$ cat config.mk
export PLATFORM = sky130hd
export DESIGN_NAME = mem_req_arbiter_flat
export DESIGN_NICKNAME = d
export VERILOG_FILES = /design/src/rtl/mem_req_arbiter_if.sv /design/src/rtl/mem_req_arbiter.sv /design/src/flat_wrapper.sv
export SDC_FILE = /design/constraint.sdc
export NUM_CORES = 1
export LEC_CHECK = 0
export ABC_AREA = 1
export CAP_MARGIN = 20
export CELL_PAD_IN_SITES_DETAIL_PLACEMENT = 1
export CELL_PAD_IN_SITES_GLOBAL_PLACEMENT = 1
export CORE_AREA = 2 2 770 772
export CTS_CLUSTER_DIAMETER = 80
export DETAILED_ROUTE_END_ITERATION = 7
export DIE_AREA = 0 0 772 774
export GPL_TIMING_DRIVEN = 0
export PLACE_DENSITY_LB_ADDON = 0.1
export SLEW_MARGIN = 10
export SYNTH_ARGS = -nofsm -noshare
export SYNTH_HDL_FRONTEND = slang
export SYNTH_SLANG_ARGS = --single-unit
$ cat constraint.sdc
create_clock -name clk -period 8.3 [get_ports clk]
set_input_delay 1.245 -clock clk [delete_from_list [all_inputs] [get_ports clk]]
set_output_delay 1.245 -clock clk [all_outputs]
set_load 0.02 [all_outputs]
$ cat src/rtl/mem_req_arbiter_if.sv
// Request/response bundle between NUM_REQ requesters, the arbiter and the memory controller.
// The arbiter uses the slave view; the environment/requester side uses master.
interface mem_req_arbiter_if #(
    parameter int unsigned NUM_REQ = 4
);
    logic [NUM_REQ-1:0]     in_valid;
    logic [NUM_REQ-1:0]     in_write;
    logic [NUM_REQ*32-1:0]  in_addr;
    logic [NUM_REQ*256-1:0] in_wdata;
    logic [NUM_REQ*3-1:0]   in_qos;
    logic [NUM_REQ-1:0]     in_ready;

    logic                   mc_req_valid;
    logic                   mc_req_write;
    logic [31:0]            mc_req_addr;
    logic [255:0]           mc_req_wdata;
    logic [2:0]             mc_req_qos;
    logic                   mc_req_ready;

    logic                   mc_rsp_valid;
    logic [255:0]           mc_rsp_data;
    logic                   mc_rsp_error;
    logic                   mc_rsp_ready;

    logic [NUM_REQ-1:0]     rsp_valid;
    logic [255:0]           rsp_data;
    logic                   rsp_error;
    logic [NUM_REQ-1:0]     rsp_ready;

    logic                   protocol_err;

    modport slave (
        input  in_valid, in_write, in_addr, in_wdata, in_qos,
        output in_ready,
        output mc_req_valid, mc_req_write, mc_req_addr, mc_req_wdata, mc_req_qos,
        input  mc_req_ready,
        input  mc_rsp_valid, mc_rsp_data, mc_rsp_error,
        output mc_rsp_ready,
        output rsp_valid, rsp_data, rsp_error,
        input  rsp_ready,
        output protocol_err
    );

    modport master (
        output in_valid, in_write, in_addr, in_wdata, in_qos,
        input  in_ready,
        input  mc_req_valid, mc_req_write, mc_req_addr, mc_req_wdata, mc_req_qos,
        output mc_req_ready,
        output mc_rsp_valid, mc_rsp_data, mc_rsp_error,
        input  mc_rsp_ready,
        input  rsp_valid, rsp_data, rsp_error,
        output rsp_ready,
        input  protocol_err
    );
endinterface

$ cat src/rtl/mem_req_arbiter.sv
// QoS arbiter with age-based urgency and round-robin tie-break in front of one memory port.
// Read IDs are queued in issue order so responses are routed back to their requester.
module mem_req_arbiter #(
    parameter int unsigned NUM_REQ        = 4,
    parameter int unsigned AGE_LIMIT      = 15,
    parameter int unsigned RD_OUTSTANDING = 8
) (
    input logic              clk,
    input logic              rst,
    mem_req_arbiter_if.slave bus
);
    localparam int unsigned IdxW = (NUM_REQ > 1) ? $clog2(NUM_REQ) : 1;
    localparam int unsigned AgeW = $clog2(AGE_LIMIT + 1);
    localparam int unsigned PtrW = (RD_OUTSTANDING > 1) ? $clog2(RD_OUTSTANDING) : 1;
    localparam int unsigned CntW = $clog2(RD_OUTSTANDING + 1);

    logic [AgeW-1:0]    age_q [NUM_REQ];
    logic [AgeW-1:0]    age_d [NUM_REQ];
    logic [IdxW-1:0]    rr_q, rr_d;
    logic [IdxW-1:0]    fifo_q [RD_OUTSTANDING];
    logic [PtrW-1:0]    wr_ptr_q, rd_ptr_q;
    logic [CntW-1:0]    rd_count_q;
    logic               perr_q;
    logic               req_valid_q, req_write_q;
    logic [31:0]        req_addr_q;
    logic [255:0]       req_wdata_q;
    logic [2:0]         req_qos_q;

    logic               slot_free, fifo_empty, rsp_pop, rd_room, rd_push;
    logic [IdxW-1:0]    head, cand, gnt_idx;
    logic               gnt_found;
    logic [3:0]         best_prio;
    logic [3:0]         prio [NUM_REQ];
    logic [NUM_REQ-1:0] elig, grant, rsp_valid;
    logic               sel_write;
    logic [31:0]        sel_addr;
    logic [255:0]       sel_wdata;
    logic [2:0]         sel_qos;

    assign slot_free  = !req_valid_q || bus.mc_req_ready;
    assign fifo_empty = (rd_count_q == '0);
    assign head       = fifo_q[rd_ptr_q];
    assign rsp_pop    = bus.mc_rsp_valid && !fifo_empty && bus.rsp_ready[head];
    // A response popping this cycle frees a slot for a read granted in the same cycle.
    assign rd_room    = (rd_count_q < CntW'(RD_OUTSTANDING)) || rsp_pop;

    always_comb begin
        for (int i = 0; i < NUM_REQ; i++) begin
            elig[i] = !rst && slot_free && bus.in_valid[i] && (bus.in_write[i] || rd_room);
            prio[i] = (age_q[i] >= AgeW'(AGE_LIMIT)) ? 4'd8 : {1'b0, bus.in_qos[3*i +: 3]};
        end
    end

    // Scan from rr_q; a strictly higher priority replaces the pick, so ties keep the first.
    always_comb begin
        gnt_found = 1'b0;
        gnt_idx   = '0;
        best_prio = '0;
        cand      = '0;
        for (int unsigned k = 0; k < NUM_REQ; k++) begin
            cand = IdxW'((32'(rr_q) + k) % NUM_REQ);
            if (elig[cand] && (!gnt_found || prio[cand] > best_prio)) begin
                gnt_found = 1'b1;
                gnt_idx   = cand;
                best_prio = prio[cand];
            end
        end
    end

    always_comb begin
        sel_write = 1'b0;
        sel_addr  = '0;
        sel_wdata = '0;
        sel_qos   = '0;
        for (int i = 0; i < NUM_REQ; i++) begin
            grant[i] = gnt_found && (gnt_idx == IdxW'(i));
            if (grant[i]) begin
                sel_write = bus.in_write[i];
                sel_addr  = bus.in_addr[32*i +: 32];
                sel_wdata = bus.in_wdata[256*i +: 256];
                sel_qos   = prio[i][3] ? 3'd7 : bus.in_qos[3*i +: 3];
            end
        end
    end

    assign rd_push = gnt_found && !sel_write;
    assign rr_d    = (gnt_idx == IdxW'(NUM_REQ - 1)) ? '0 : gnt_idx + 1'b1;

    always_comb begin
        for (int i = 0; i < NUM_REQ; i++) begin
            if (!bus.in_valid[i] || grant[i]) begin
                age_d[i] = '0;
            end else if (age_q[i] < AgeW'(AGE_LIMIT)) begin
                age_d[i] = age_q[i] + 1'b1;
            end else begin
                age_d[i] = age_q[i];
            end
        end
    end

    always_comb begin
        rsp_valid = '0;
        if (!fifo_empty) begin
            rsp_valid[head] = bus.mc_rsp_valid;
        end
    end

    always_ff @(posedge clk) begin
        if (rst) begin
            req_valid_q <= 1'b0;
            rr_q        <= '0;
            wr_ptr_q    <= '0;
            rd_ptr_q    <= '0;
            rd_count_q  <= '0;
            perr_q      <= 1'b0;
            for (int i = 0; i < NUM_REQ; i++) age_q[i] <= '0;
        end else begin
            if (gnt_found) begin
                req_valid_q <= 1'b1;
                rr_q        <= rr_d;
            end else if (bus.mc_req_ready) begin
                req_valid_q <= 1'b0;
            end
            if (rd_push) wr_ptr_q <= wr_ptr_q + 1'b1;
            if (rsp_pop) rd_ptr_q <= rd_ptr_q + 1'b1;
            case ({rd_push, rsp_pop})
                2'b10:   rd_count_q <= rd_count_q + 1'b1;
                2'b01:   rd_count_q <= rd_count_q - 1'b1;
                default: rd_count_q <= rd_count_q;
            endcase
            if (bus.mc_rsp_valid && fifo_empty) perr_q <= 1'b1;
            for (int i = 0; i < NUM_REQ; i++) age_q[i] <= age_d[i];
        end
    end

    always_ff @(posedge clk) begin
        if (gnt_found) begin
            req_write_q <= sel_write;
            req_addr_q  <= sel_addr;
            req_wdata_q <= sel_wdata;
            req_qos_q   <= sel_qos;
        end
        if (rd_push) fifo_q[wr_ptr_q] <= gnt_idx;
    end

    assign bus.in_ready     = grant;
    assign bus.mc_req_valid = req_valid_q;
    assign bus.mc_req_write = req_write_q;
    assign bus.mc_req_addr  = req_addr_q;
    assign bus.mc_req_wdata = req_wdata_q;
    assign bus.mc_req_qos   = req_qos_q;
    // Empty FIFO: accept and drop the stray beat.
    assign bus.mc_rsp_ready = fifo_empty ? 1'b1 : bus.rsp_ready[head];
    assign bus.rsp_valid    = rsp_valid;
    assign bus.rsp_data     = bus.mc_rsp_data;
    assign bus.rsp_error    = bus.mc_rsp_error;
    assign bus.protocol_err = perr_q;
endmodule
$ cat src/flat_wrapper.sv
// flat-port wrapper written by rule: the top's interface ports become plain ports
module mem_req_arbiter_flat 
#(
    parameter int unsigned NUM_REQ        = 4,
    parameter int unsigned AGE_LIMIT      = 15,
    parameter int unsigned RD_OUTSTANDING = 8
)
  (clk, rst, bus_in_valid, bus_in_write, bus_in_addr, bus_in_wdata, bus_in_qos, bus_in_ready, bus_mc_req_valid, bus_mc_req_write, bus_mc_req_addr, bus_mc_req_wdata, bus_mc_req_qos, bus_mc_req_ready, bus_mc_rsp_valid, bus_mc_rsp_data, bus_mc_rsp_error, bus_mc_rsp_ready, bus_rsp_valid, bus_rsp_data, bus_rsp_error, bus_rsp_ready, bus_protocol_err);
  mem_req_arbiter_if #(.NUM_REQ(NUM_REQ)) bus_i ();
  input logic clk;
  input logic rst;
  input wire logic [$bits(bus_i.in_valid)-1:0] bus_in_valid;
  input wire logic [$bits(bus_i.in_write)-1:0] bus_in_write;
  input wire logic [$bits(bus_i.in_addr)-1:0] bus_in_addr;
  input wire logic [$bits(bus_i.in_wdata)-1:0] bus_in_wdata;
  input wire logic [$bits(bus_i.in_qos)-1:0] bus_in_qos;
  output wire logic [$bits(bus_i.in_ready)-1:0] bus_in_ready;
  output wire logic [$bits(bus_i.mc_req_valid)-1:0] bus_mc_req_valid;
  output wire logic [$bits(bus_i.mc_req_write)-1:0] bus_mc_req_write;
  output wire logic [$bits(bus_i.mc_req_addr)-1:0] bus_mc_req_addr;
  output wire logic [$bits(bus_i.mc_req_wdata)-1:0] bus_mc_req_wdata;
  output wire logic [$bits(bus_i.mc_req_qos)-1:0] bus_mc_req_qos;
  input wire logic [$bits(bus_i.mc_req_ready)-1:0] bus_mc_req_ready;
  input wire logic [$bits(bus_i.mc_rsp_valid)-1:0] bus_mc_rsp_valid;
  input wire logic [$bits(bus_i.mc_rsp_data)-1:0] bus_mc_rsp_data;
  input wire logic [$bits(bus_i.mc_rsp_error)-1:0] bus_mc_rsp_error;
  output wire logic [$bits(bus_i.mc_rsp_ready)-1:0] bus_mc_rsp_ready;
  output wire logic [$bits(bus_i.rsp_valid)-1:0] bus_rsp_valid;
  output wire logic [$bits(bus_i.rsp_data)-1:0] bus_rsp_data;
  output wire logic [$bits(bus_i.rsp_error)-1:0] bus_rsp_error;
  input wire logic [$bits(bus_i.rsp_ready)-1:0] bus_rsp_ready;
  output wire logic [$bits(bus_i.protocol_err)-1:0] bus_protocol_err;
  assign bus_i.in_valid = bus_in_valid;
  assign bus_i.in_write = bus_in_write;
  assign bus_i.in_addr = bus_in_addr;
  assign bus_i.in_wdata = bus_in_wdata;
  assign bus_i.in_qos = bus_in_qos;
  assign bus_in_ready = bus_i.in_ready;
  assign bus_mc_req_valid = bus_i.mc_req_valid;
  assign bus_mc_req_write = bus_i.mc_req_write;
  assign bus_mc_req_addr = bus_i.mc_req_addr;
  assign bus_mc_req_wdata = bus_i.mc_req_wdata;
  assign bus_mc_req_qos = bus_i.mc_req_qos;
  assign bus_i.mc_req_ready = bus_mc_req_ready;
  assign bus_i.mc_rsp_valid = bus_mc_rsp_valid;
  assign bus_i.mc_rsp_data = bus_mc_rsp_data;
  assign bus_i.mc_rsp_error = bus_mc_rsp_error;
  assign bus_mc_rsp_ready = bus_i.mc_rsp_ready;
  assign bus_rsp_valid = bus_i.rsp_valid;
  assign bus_rsp_data = bus_i.rsp_data;
  assign bus_rsp_error = bus_i.rsp_error;
  assign bus_i.rsp_ready = bus_rsp_ready;
  assign bus_protocol_err = bus_i.protocol_err;
  mem_req_arbiter #(.NUM_REQ(NUM_REQ), .AGE_LIMIT(AGE_LIMIT), .RD_OUTSTANDING(RD_OUTSTANDING)) u_core (.clk(clk), .rst(rst), .bus(bus_i));
endmodule
==> results of run 1 <==
[cell usage after synthesis (25+ instances only)]
cell type and instances:
buf_2 81, clkbuf_1 122, inv_1 73, nand2_1 1274, a21oi_1 26, ha_1 25, a31oi_1 290, edfxtp_1 308
nand3_1 43, buf_4 282, nor2_1 322, dfxtp_1 33, o21ai_1 224, o21ai_0 115
[layout make-up]
| class | count | area [um^2] |
|---|---|---|
| multi-input combinational | 2393 | 12100 |
| clock inverter | 59 | 687 |
| timing repair buffer | 1829 | 18400 |
| inverter | 79 | 357 |
| fill | 69800 | 531000 |
| clock buffer | 107 | 2480 |
| tap | 7810 | 9770 |
| sequential | 341 | 9910 |
| antenna | 64 | 160 |
| buffer | 492 | 3460 |
[metrics by stage]
step	hold WS, ns	TNS, ns	std cells	area [um^2]	worst slack [ns]
after global placement	0.466	-2365.02	12900	51200	-6.90
after floorplan	0.443	0	3307	24000	0.139
after CTS	0.484	-1.84	13100	56100	-0.578
after detailed placement	0.476	-993.38	12900	51700	-4.02
final	0.475	-1.21	13200	57300	-0.372
after global routing	0.497	-16.46	13100	57200	-0.887
[sequential cells by signal, indices dropped and copies added, names as in the netlist, named ones only]
signal / count
u_core.age_q: 16
u_core.bus.mc_req_addr: 32
u_core.bus.mc_req_qos: 3
u_core.bus.mc_req_valid: 1
u_core.bus.mc_req_wdata: 256
u_core.bus.mc_req_write: 1
u_core.bus.protocol_err: 1
u_core.fifo_q: 16
u_core.rd_count_q: 4
u_core.rd_ptr_q: 3
u_core.rr_q: 2
u_core.wr_ptr_q: 3
[per-layer routing]
layer | up-vias | routed length [um] | GRT usage | part of all wire
li1 | 14800 | - | - | -
met1 | 15700 | 129000 | 0.119 | 0.32
met2 | 1641 | 214000 | 0.249 | 0.54
met3 | 693 | 41000 | 0.0594 | 0.10
met4 | 262 | 12900 | 0.0309 | 0.032
met5 | - | 1710 | 0 | 0.0043
[repair_timing]
item / in CTS / in global routing
pin swaps: 39 / 47
resized for setup: 261 / 258
setup buffers: 45 / 23
hold buffers: 0 / 0
gates cloned: 3 / 0
setup endpoints to repair: 335 / 302
[kinds of logic (layout without fill, tap and decap cells)]
| group | after synthesis | after routing | share of synthesized area |
|---|---|---|---|
| adders and majority gates | 26 | 26 | 0.0139 |
| and+or+nand+nor | 1681 | 1681 | 0.271 |
| DFF | 341 | 341 | 0.413 |
| xor gates and xnor gates | 6 | 6 | 0.00219 |
| other | 0 | 64 | 0 |
| buffers and inverters | 573 | 2566 | 0.141 |
| AOI/OAI and AO/OA | 680 | 680 | 0.159 |
[worst max-delay path by stage]
stage	depth (start not counted)	slack, ns	from	endpoint
final	47	-0.37	bus_mc_rsp_valid	bus_in_ready[1]
after global routing	55	-0.89	flip-flop	bus_in_ready[1]
after CTS	55	-0.58	flip-flop	bus_in_ready[1]
after detailed placement	43	-4.02	bus_mc_rsp_valid	bus_in_ready[2]
after global placement	21	-6.90	bus_mc_rsp_valid	u_core.rd_count_q[3]
after floorplan	53	0.14	rst	u_core.rd_count_q[3]
[worst register-to-register path, delay by kind of cell (launching register included)]
family / cells / cell delay, ns
simple gates: 28 / 3.26
buf+inv: 10 / 1.47
compound gates: 13 / 1.41
fa+ha+maj: 4 / 1.22
flops: 1 / 0.35
==> flow_summary.yaml, run 1 <==
drt:
  routed_wl_um: 399000
  via_per_inst: 2.52
  detail_route.wl_per_cell_um: 30.3
  drt_iter0_markers: 1275
  vias: 33200
  dr.pass1.iters: 5
  drc: 0
  antenna_left: 0
outcome:
  outcome: "finished with violations"
  violations: "negative setup slack"
die:
  start_util: 0.0408
  core_area_um2: 589000
  num_rows: 282
  die_h_um: 774
  fp.dieW_um: 772
  pin_count: 1997
  die_area_um2: 598000
global_routing:
  grt_pass1_wl_um: 477000
  grt_usage: 0.128
  grt_max_degree: 64
  grt_overflow: 0
  antenna_found_initial: 361
  grt_pass1_vias: 35600
logic_synthesis:
  syn_inst: 3307
  yosysWarnings: 0
  async_flop_share: 0
  synth.net_count: 4770
  synth_seq_cells: 341
  yosysUniqueCellTypes: 43
  yosysSeqAreaShare: 0.413
  synth_edf_count: 308
  syn-cell-area_um2: 24000
  yosys-top-cells-area: "edfxtp_1 39%, nand2_1 20%, buf_4 8.8%, a31oi_1 7.6%, nor2_1 5.0%"
  synth_area_leader_cell: "edfxtp_1"
  avgSynthCellArea_um2: 7.26
  synthFlopType: "edfxtp_1"
  synth_top_area_frac: 0.385
critical_path:
  r2r_cells: 55
  start_kind: "input pin"
  cp_common_cell: "nand2_2"
  reg2reg_slack_ns: 0.30
  cp_top_family: "simple AND/OR/NAND/NOR gates"
  crit_arrival_ns: 7.43
  required_ns: 7.05
  crit_path_max_incr_delay_ns: 0.50
  cp-end-kind: "output pin"
  r2r_end: "u_core.bus.mc_req_wdata[14]"
  crit_fanout: 5
  crit_buf_inv: 12
  cp_slowest_cell: "clkdlybuf4s50_1"
  critical_path_class: "input pin to output pin"
cells_and_area:
  final_util: 0.0974
  layout-drive-gt1-share: 0.170
  layout_commonest_cell: "clkdlybuf4s50_1"
  mostFrequentLayoutCells: "1734 x clkdlybuf4s50_1, 1229 x nand2_1, 342 x buf_4"
  area_growth_pct: 139
  nets: 6693
sta:
  fmax_mhz: 115
  maxSlewViolCount: 0
  post-route-period-util: 1.04
  finalClockSkew_ns: 0.0710
  worstMarginPinSlew_ns: 0.963
  finalSetupViolCount: 4
  rsz0062_at_grt: "yes"
  setup_ws_ns: -0.372
  slew-limit-headroom: 0.356
  fin_crit_ns: 8.67
  hold_viol: 0
flow_run:
  maxCapViolCount: 0
cts:
  clock_path_buffers: 4
  htreeDepth: 3
  cts_made_buffers: 94
  cts_root_buffer: "clkbuf_16"
  cts_tree: "done"
  clkLatencyLatePin_ns: 0.87
  path_clk_slew_ns: 0.05
  numClockSinks: 341
worst_hold_path:
  holdPathEnd: "u_core.bus.protocol_err"
  hold_class: "flip-flop to flip-flop"
  min_path_cells: 2
  min_from: "u_core.bus.protocol_err"
placement:
  place_hpwl_um: 352000
  routabilityCongestion: 0.847
  numPortBuffers: 1738
Power of run 1 is left out: the tool's default activity adds up to more than one toggle a clock period on the data nets, which glitch-free logic cannot reach.
==> run 2: changes to the inputs <==
REMOVE_ABC_BUFFERS = 1   (was not set)
==> flow_summary.yaml, run 2 (same netlist as run 1, synthesis figures left out) <==
die:
  core_area_um2: 589000
  die_h_um: 774
  fp.dieW_um: 772
  die_area_um2: 598000
  num_rows: 282
  pin_count: 1997
  start_util: 0.0408
flow_run:
  maxCapViolCount: 0
drt:
  vias: 33800
  dr.pass1.iters: 7
  drt_iter0_markers: 3460
  via_per_inst: 2.70
  drc: 0
  detail_route.wl_per_cell_um: 38.2
  routed_wl_um: 478000
  antenna_left: 0
cells_and_area:
  largest_reg_flops: 256
  layout_commonest_cell: "clkdlybuf4s50_1"
  mostFrequentLayoutCells: "1475 x clkdlybuf4s50_1, 1236 x nand2_1, 317 x nor2_1"
  layout-drive-gt1-share: 0.117
  area_growth_pct: 123
  nets: 6028
global_routing:
  grt_usage: 0.152
  grt_pass1_wl_um: 548000
  grt_pass1_vias: 32500
  grt_overflow: 0
  grt_max_degree: 93
  antenna_found_initial: 270
placement:
  dp_slack_ns: -5.39
  numPortBuffers: 1482
  routabilityCongestion: 0.866
  place_hpwl_um: 376000
cts:
  cts_made_buffers: 110
  numClockSinks: 341
  htreeDepth: 3
  cts_tree: "done"
  path_clk_slew_ns: 0.05
  cts_hold_buf: 0
  clock_path_buffers: 4
  cts_root_buffer: "clkbuf_16"
  clkLatencyLatePin_ns: 0.91
critical_path:
  cp_common_cell: "nand2_2"
  crit_fanout: 5
  cp_slowest_cell: "clkdlybuf4s50_1"
  required_ns: 7.05
  crit_buf_inv: 9
  crit_path_max_incr_delay_ns: 0.47
  cp-end-kind: "output pin"
  critical_path_class: "input pin to output pin"
  critPathLaunch: "bus_rsp_ready[1]"
  cp_top_family: "simple AND/OR/NAND/NOR gates"
  start_kind: "input pin"
  crit_arrival_ns: 7.37
sta:
  maxSlewViolCount: 0
  slew-limit-headroom: 0.366
  hold_viol: 0
  post-route-period-util: 1.04
  hold_ws_ns: 0.458
  fin_crit_ns: 8.61
  setup_ws_ns: -0.313
  rsz0062_at_grt: "yes"
  finalClockSkew_ns: 0.0905
  finalSetupViolCount: 5
  fmax_mhz: 116
  worstMarginPinSlew_ns: 0.952
outcome:
  outcome: "finished with violations"
  violations: "negative setup slack"
worst_hold_path:
  min_from: "u_core.bus.protocol_err"
  hold_class: "flip-flop to flip-flop"
## run 2: worst reg2reg max path, delay by kind of cell (launching register included)
kind            cells  cell delay [ns]
buf+inv             6             1.50
flops               1             0.43
compound gates     14             1.98
simple gates       29             2.84
fa+ha+maj           4             1.20
## run 2: final timing paths
kind	end	slack, ns	depth (start not counted)
setup / recovery	bus_in_ready[1]	-0.31	47
hold / removal	u_core.bus.protocol_err	0.46	2
setup reg to reg	u_core.bus.mc_req_wdata[37]	0.02	53
hold reg to reg	u_core.bus.protocol_err	0.46	2
## run 2: stage by stage
step	cell area, um^2	utilization	instances	setup TNS, ns
3_3_place_gp	45500	0.0774	12100	-
6_report	53600	0.0910	12500	-0.926
2_1_floorplan	20900	-	2813	-1513.81
5_1_grt	53500	0.0909	12500	-8.16
4_1_cts	52600	0.0893	12400	-1.61
3_5_place_dp	46800	0.0796	12200	-1157.26
## run 2: what timing repair did
| action | in CTS | in global routing |
|---|---|---|
| hold endpoints to repair | 0 | 0 |
| setup endpoints to repair | 344 | 216 |
| pin swaps | 46 | 31 |
| cloned | 36 | 9 |
| buffers inserted | 51 | 11 |
| resized for setup | 203 | 103 |
## run 2: final cells by class
cell class                      instances  area, um^2
Antenna cell                           57         143
Clock buffer                          127        2890
Clock inverter                         73         763
Fill cell                           69700      535000
Inverter                               79         380
Multi-Input combinational cell       2398       12100
Sequential cell                       341        9920
Tap cell                             7810        9770
Timing Repair Buffer                 1629       17500
Timing Repair inverter                  6        60.1
## run 2: metal layers
metal / global-route usage / share of wire / wire length [um] / up-vias
li1: - / - / - / 13500
met1: 0.164 / 0.38 / 184000 / 16400
met2: 0.202 / 0.37 / 178000 / 3069
met3: 0.153 / 0.20 / 97400 / 622
met4: 0.0250 / 0.021 / 9930 / 148
met5: 0.101 / 0.019 / 8970 / -
Power of run 2 is left out for the same reason.
==> run 3: changes to the inputs <==
CELL_PAD_IN_SITES_DETAIL_PLACEMENT = not set   (was 1)
CELL_PAD_IN_SITES_GLOBAL_PLACEMENT = not set   (was 1)
CORE_AREA = 2 2 776 778   (was 2 2 770 772)
DIE_AREA = 0 0 778 780   (was 0 0 772 774)
PLACE_DENSITY_LB_ADDON = not set   (was 0.1)
==> flow_summary.yaml, run 3 (same netlist as run 1, synthesis figures left out) <==
placement:
  dpl_cell_area_um2: 46700
  dp_cells: 12400
  numPortBuffers: 1482
  place_hpwl_um: 469000
  routabilityCongestion: 1.02
sta:
  post-route-period-util: 1.00
  finalClockSkew_ns: 0.0516
  final.setup.tns_ns: -0.0484
  rsz0062_at_grt: "yes"
  worstMarginPinSlew_ns: 1.32
  slew-limit-headroom: 0.120
  setup_ws_ns: -0.0353
  finalSetupViolCount: 3
  hold_viol: 0
  fin_crit_ns: 8.34
  fmax_mhz: 120
  maxSlewViolCount: 0
outcome:
  outcome: "finished with violations"
  violations: "negative setup slack"
worst_hold_path:
  hold_class: "flip-flop to flip-flop"
  min_from: "u_core.bus.protocol_err"
drt:
  dr.pass1.iters: 7
  antenna_left: 0
  via_per_inst: 2.80
  vias: 35600
  routed_wl_um: 553000
  drc: 0
  detail_route.wl_per_cell_um: 43.5
  drt_iter0_markers: 4758
die:
  die_h_um: 780
  num_rows: 285
  die_area_um2: 607000
  pin_count: 1997
  fp.dieW_um: 778
  start_util: 0.0400
  core_area_um2: 599000
cells_and_area:
  stdcell_count: 12700
  nets: 5969
  layout-drive-gt1-share: 0.0864
  final_util: 0.0859
  area_growth_pct: 115
  mostFrequentLayoutCells: "1464 x clkdlybuf4s50_1, 1243 x nand2_1, 319 x nor2_1"
  layout_commonest_cell: "clkdlybuf4s50_1"
  largest_reg_flops: 256
  final_area_um2: 51500
cts:
  cts_hold_buf: 0
  numClockSinks: 341
  cts_tree: "done"
  path_clk_slew_ns: 0.05
  clock_path_buffers: 4
  cts_made_buffers: 86
  clkLatencyLatePin_ns: 0.83
  htreeDepth: 3
  cts_root_buffer: "clkbuf_16"
critical_path:
  required_ns: 7.05
  start_kind: "input pin"
  crit_arrival_ns: 7.09
  cp_common_cell: "nand2_2"
  critical_path_class: "input pin to output pin"
  cp-end-kind: "output pin"
  crit_path_max_incr_delay_ns: 0.51
  crit_fanout: 6
  cp_slowest_cell: "clkdlybuf4s50_1"
  critPathLaunch: "bus_mc_req_ready"
global_routing:
  grt_max_degree: 135
  grt_overflow: 0
  grt_pass1_vias: 30000
  antenna_found_initial: 345
  grt_pass1_wl_um: 611000
  grt_usage: 0.174
power_and_ir_drop:
  vdd_drop_max_mv: 0.774
  power.density_nw_per_um2: 799
  leakage_nw: 16.2
flow_run:
  maxCapViolCount: 0
## run 3: worst paths after layout
kind	end	slack [ns]	cells after the start
setup reg to reg	u_core.bus.mc_req_wdata[70]	0.15	51
hold / removal	u_core.bus.protocol_err	0.45	2
hold reg to reg	u_core.bus.protocol_err	0.45	2
setup / recovery	bus_in_ready[2]	-0.04	42
## run 3: report_power, final
part	switching (mW)	internal (mW)
clock network	1.47	2.11
logic	23.5	9.14
registers	0.301	4.66
total	25.3	15.9
## run 3: layout make-up
cell class                 instances  area [um^2]
fill                           70000       548000
timing repair buffer            1594        16700
multi-input combinational       2396        11300
tap                             8036        10100
sequential                       341         9920
clock buffer                      95         2220
clock inverter                    60          569
inverter                          79          389
antenna                          102          255
timing repair inverter             8         92.6
## run 3: worst max-delay path: cells and delay by family
kind / cells / cell delay [ns]
simple gates: 19 / 1.87
buf+inv: 6 / 1.20
compound gates: 13 / 1.47
fa+ha+maj: 4 / 1.19
## run 3: per-stage QoR
step	power, mW	worst slack, ns	hold slack (ns)
2_1_floorplan	16.5	-7.28	0.443
3_3_place_gp	25.1	-24.76	0.456
3_5_place_dp	33.0	-3.98	0.444
4_1_cts	41.4	-0.0245	0.455
5_1_grt	43.7	-0.388	0.473
6_report	41.2	-0.0353	0.453
## run 3: metal layers
layer / track usage / share of wire / up-vias
li1: - / - / 13400
met1: 0.182 / 0.36 / 16800
met2: 0.232 / 0.38 / 4239
met3: 0.172 / 0.21 / 1047
met4: 0.0402 / 0.031 / 122
met5: 0.110 / 0.018 / -
## run 3: repair_timing
| item | CTS | global route |
|---|---|---|
| gates cloned | 26 | 4 |
| endpoints found under the setup margin | 327 | 158 |
| buffers inserted | 41 | 13 |
| gates resized for setup | 134 | 55 |
| pin swaps | 42 | 36 |
Note: power is estimated with default switching activity, not from simulation.
